===== src/rtl/img_buffer.sv =====
// img_buffer: packs a valid/ready byte stream into one IMG_BITS-wide image word.
// The k-th accepted byte lands at img_out[BYTE_W*k +: BYTE_W]. Once all
// NUM_BYTES beats are in, the image is frozen and img_buffer_full is raised
// until downstream pulses buffer_clear. Beats offered while full are dropped
// and latch the sticky overflow_err flag.
// IMG_BITS must be a multiple of BYTE_W, and NUM_BYTES must fit in byte_count.
module img_buffer #(
  parameter int IMG_BITS = 904,
  parameter int BYTE_W   = 8
) (
  input  logic                clk,
  input  logic                rst,
  input  logic [BYTE_W-1:0]   data_in,
  input  logic                data_valid,
  output logic                data_ready,
  input  logic                buffer_clear,
  output logic [IMG_BITS-1:0] img_out,
  output logic                img_buffer_full,
  output logic [6:0]          byte_count,
  output logic                overflow_err
);

  localparam int         NUM_BYTES = IMG_BITS / BYTE_W;
  localparam logic [6:0] LAST_IDX  = 7'(NUM_BYTES - 1);

  typedef enum logic {
    FILLING = 1'b0,
    FULL    = 1'b1
  } state_t;

  state_t state_q;
  state_t state_d;
  logic   accept;
  logic   last_beat;

  // Handshake and status flags decode only from registers, so there is
  // no combinational path from data_valid or data_in to any output.
  assign data_ready      = (state_q == FILLING);
  assign img_buffer_full = (state_q == FULL);
  assign accept          = data_valid && data_ready;
  assign last_beat       = accept && (byte_count == LAST_IDX);

  // Next-state logic: clear wins over everything, otherwise the final beat
  // moves the buffer to FULL.
  always_comb begin
    // NOTE: assigning a default first guarantees every path drives state_d,
    // so no latch is inferred.
    state_d = state_q;
    if (buffer_clear) begin
      state_d = FILLING;
    end else if ((state_q == FILLING) && last_beat) begin
      state_d = FULL;
    end
  end

  // State register with synchronous reset.
  always_ff @(posedge clk) begin
    // NOTE: sequential state uses non-blocking assignments so every register
    // samples pre-edge values regardless of statement order.
    if (rst) begin
      state_q <= FILLING;
    end else begin
      state_q <= state_d;
    end
  end

  // Beat counter: clear discards a simultaneous beat; accept is only
  // possible while FILLING, so the count stops at NUM_BYTES and never wraps.
  always_ff @(posedge clk) begin
    if (rst || buffer_clear) begin
      byte_count <= '0;
    end else if (accept) begin
      byte_count <= byte_count + 7'd1;
    end
  end

  // Image register: each accepted byte is written into its own lane; the
  // other lanes keep their contents.
  always_ff @(posedge clk) begin
    // NOTE: this wide register is reset on purpose, because downstream
    // observes img_out = 0 after reset and after clear; a true memory array
    // would normally be left unreset.
    if (rst || buffer_clear) begin
      img_out <= '0;
    end else if (accept) begin
      for (int k = 0; k < NUM_BYTES; k++) begin
        if (byte_count == 7'(k)) begin
          img_out[k*BYTE_W +: BYTE_W] <= data_in;
        end
      end
    end
  end

  // Sticky overflow: any beat offered while FULL is dropped and flagged;
  // only rst clears the flag.
  always_ff @(posedge clk) begin
    if (rst) begin
      overflow_err <= 1'b0;
    end else if ((state_q == FULL) && data_valid) begin
      overflow_err <= 1'b1;
    end
  end

endmodule


===== config.mk =====
export PLATFORM = sky130hd
export DESIGN_NAME = img_buffer
export DESIGN_NICKNAME = d
export VERILOG_FILES = /design/src/rtl/img_buffer.sv
export SDC_FILE = /design/constraint.sdc
export NUM_CORES = 2
export LEC_CHECK = 0
export CORE_AREA = 2 2 280 489
export CTS_BUF_LIST = sky130_fd_sc_hd__clkbuf_4
export DETAILED_ROUTE_END_ITERATION = 7
export DIE_AREA = 0 0 282 491
export GPL_ROUTABILITY_DRIVEN = 0
export GPL_TIMING_DRIVEN = 0
export SETUP_SLACK_MARGIN = 0.2
export SYNTH_ARGS = -nofsm -noshare
export SYNTH_HDL_FRONTEND = slang
export SYNTH_SLANG_ARGS = --single-unit

===== constraint.sdc =====
create_clock -name clk -period 1.8 [get_ports clk]
set_input_delay 0.27 -clock clk [delete_from_list [all_inputs] [get_ports clk]]
set_output_delay 0.27 -clock clk [all_outputs]
set_load 0.02 [all_outputs]

==> summary.md <==
| Metric | Value |
|---|---|
| Status | finished, violations left |
| Failing checks | setup timing |
| Multi-input logic area | 14760 µm² |
| Final worst slack | -0.3284 ns |
| Total power draw | 38.92 mW |
| GRT Overall Usage | 0.2101 |
| IO Port Bufs | 925 |
| Antenna violations before repair | 10 |
| Lkg Pwr | 26.94 nW |
| Post-synth top area cell | dfxtp_1 |
| WL final | 150800 µm |
| Synth cell types | 39 |
| Worst Setup Start Kind | flop |
| Crit path kind | reg -> out |
| Finished Cell Area | 52020 µm² |
| Net Count, Synth | 3186 |
| Max Cap Viol | 0 |
| Top_reg_cell synth | dfxtp_1 |
| Synth top cells by count | nand2_1, dfxtp_1, mux2i_1, clkbuf_1, nand2_2 |
| Max-Slew Margin vs Limit | 0.3423 |
| CP Capture Type | primary output |
| Final period util | 1.182 |
| Wire per inst | 23.56 µm |
| R2R Setup Slk | -0.27 ns |
| Final setup skew | 0.1216 ns |
| Starting Density | 0.2491 |
| Die H | 491 µm |
| Remaining DRCs | 0 |
| Avg Inst Size Synth | 10.55 µm² |
| DR vias | 28100 |
| H-tree lvl count | 4 |
| Reg clk slew, reported paths | 0.07 ns |
| Worst hold path depth | 4 |
| Min-delay worst type | in -> reg |
| CTS Buf Count | 215 |
| Area of placed instances | 45460 µm² |
| Largest net degree at the start of global routing | 19 |
| Vias in the first global route | 29000 |
| Hold path start | data_in[7] |
| Max Freq | 0.4698 GHz |
| Busiest grt layer | met2 |
| Die ar. | 138500 µm² |
| RSZ-0062 raised after global routing | true |
| GR Util met2 | 0.3711 |
| Register area | 19390 µm² |
| First-pass GRT wire length | 208800 µm |
| Met3 GRT Util | 0.08658 |
| Pwr dens | 748.3 nW/µm² |
| Proportion of layout cells with a drive suffix above 1 | 0.5245 |
| Syn Std Cell Area | 33450 µm² |
| Hold WS | 0.2694 ns |
| Number of I/O pins | 926 |
| GR Util met1 | 0.2148 |
| Setup TNS | -152.26 ns |
| Vias per cell | 4.390 |
| Num Clock Sinks | 913 |
| Root buf cell | clkbuf_4 |
| Final period demand of the worst path | 2.128 ns |
| Pre-antenna DRT Iters | 5 |
| Final Slew Violations | 0 |
| TritonCTS clock tree | built |
| Remaining global-route overflow | 0 |
| Share of the synthesized area in the top cell type | 0.5464 |
| DP HPWL | 112500 µm |
| Detail Route Antenna Nets | 0 |
| Row count | 178 |
| Count leader, synth | nand2_1 |
| Setup-failing EPs final | 1629 |
| Layout area overhead | 55.50% |
| Final Hold Fails | 0 |
| Layout fillers | 13410 |
| Register area share after synthesis | 0.5464 |
| Reg2reg end | img_out[719] |
| Nets | 4462 |
| Synth warnings | 0 |
| Area contributors post-synth | dfxtp_1, mux2i_1, nand2_1, clkbuf_1, nand2_2 |
| Crit path DAT | 1.86 ns |
| Required time of the worst setup path | 1.53 ns |
| Max FO, Critical Path | 5 |
| Syn Inst Count | 3170 |
| DRT iter0 DRCs | 947 |
| Die Wd | 282 µm |
| Worst-Skew Late Latency | 1.19 ns |
| Core area | 134300 µm² |
| Hold endpoint | img_out[839] |
| Post-Place Setup Slack | -1.916 ns |
| Async SR Flop Fraction | 0 |
| Worst-Margin Slew | 0.9866 ns |
| CTS Buffer Depth | 3 |
| Cells on worst reg2reg path | 6 |
| EDFF count, synth | 0 |
| VDD IR max | 587.9 µV |
| R2r startpoint | byte_count[6] |
| #FFs+latches synth | 913 |
==> layout make-up <==
class,instances,area share
Inverter,3,0.0003608
Timing Repair Buffer,1058,0.2212
Buffer,254,0.02595
Clock buffer,299,0.04315
Clock inverter,63,0.009020
Sequential cell,913,0.3728
Multi-Input combinational cell,2001,0.2837
Tap cell,1800,0.04330
Antenna cell,9,0.0004330
==> critical path, stage by stage, from the launching register on <==
cell and delay [ns]:
dfxtp_4 0.37, buf_8 0.12, inv_4 0.05, buf_8 0.12
==> flip-flops by register name, indices dropped and copies added, names as in the netlist <==
name and flops:
overflow_err 1, byte_count 7, img_out 904, img_buffer_full 1
==> per-stage QoR <==
step                      instances  utilization
after floorplan                3170            -
after global placement         5895       0.3380
after detailed placement       5897       0.3385
after CTS                      6336       0.3730
after global routing           6397       0.3873
final                          6400       0.3873
==> cell families (layout without fill, tap and decap cells) <==
| kind of cell | count (synthesis) | after routing | synth area share |
|---|---|---|---|
| AOI/OAI and AO/OA | 5 | 5 | 0.0007853 |
| xor gates and xnor gates | 2 | 2 | 0.0005238 |
| adders and majority gates | 4 | 4 | 0.001496 |
| buffers and inverters | 257 | 1677 | 0.03157 |
| DFF | 913 | 913 | 0.5464 |
| muxes | 907 | 907 | 0.2714 |
| other | 0 | 9 | 0 |
| and+or+nand+nor | 1082 | 1083 | 0.1478 |
==> routing by layer <==
metal,vias up,wire length [µm],share of wire
met4,4,6438,0.043
met2,1122,74730,0.50
met5,-,23,0.00015
met1,13480,54960,0.36
met3,295,14620,0.097
li1,13190,-,-
==> layout by cell type, fill, tap and decap left out, types with 19 or more instances in the layout <==
master and instances:
dfxtp_1 51, clkbuf_4 309, clkbuf_2 19, buf_6 880
nand2_1 916, nand2_4 32, clkinv_1 35, clkbuf_1 165
dlygate4sd2_1 43, buf_4 117, buf_2 22, mux2i_1 907
dfxtp_2 847, nand2_2 32
==> power breakdown <==
group          internal [mW]  switching, mW
registers               20.2         0.0109
clock network           8.42           8.92
logic                  0.306           1.12
==> how the worst max path moves through the flow <==
| stage | startpoint | to | slack [ns] | cells after the start |
|---|---|---|---|---|
| floorplan | byte_count[6] | img_out[164] | 0.07 | 5 |
| global placement | rst | img_out[816] | -2.64 | 7 |
| detailed placement | rst | img_out[816] | -1.92 | 8 |
| CTS | img_buffer_full | data_ready | -0.56 | 3 |
| global route | img_buffer_full | data_ready | -0.52 | 3 |
| finish | img_buffer_full | data_ready | -0.33 | 3 |
==> repair_timing <==
| item | CTS | global route |
|---|---|---|
| pin swaps | 4 | 4 |
| endpoints found under the setup margin | 1823 | 1822 |
| endpoints found under the hold margin | 11 | 7 |
| resized for setup | 4612 | 1907 |
| hold buffers | 4 | 1 |
| cloned | 1 | 2 |
| setup buffers | 72 | 52 |
No activity file was read; power rests on OpenSTA's default activity.
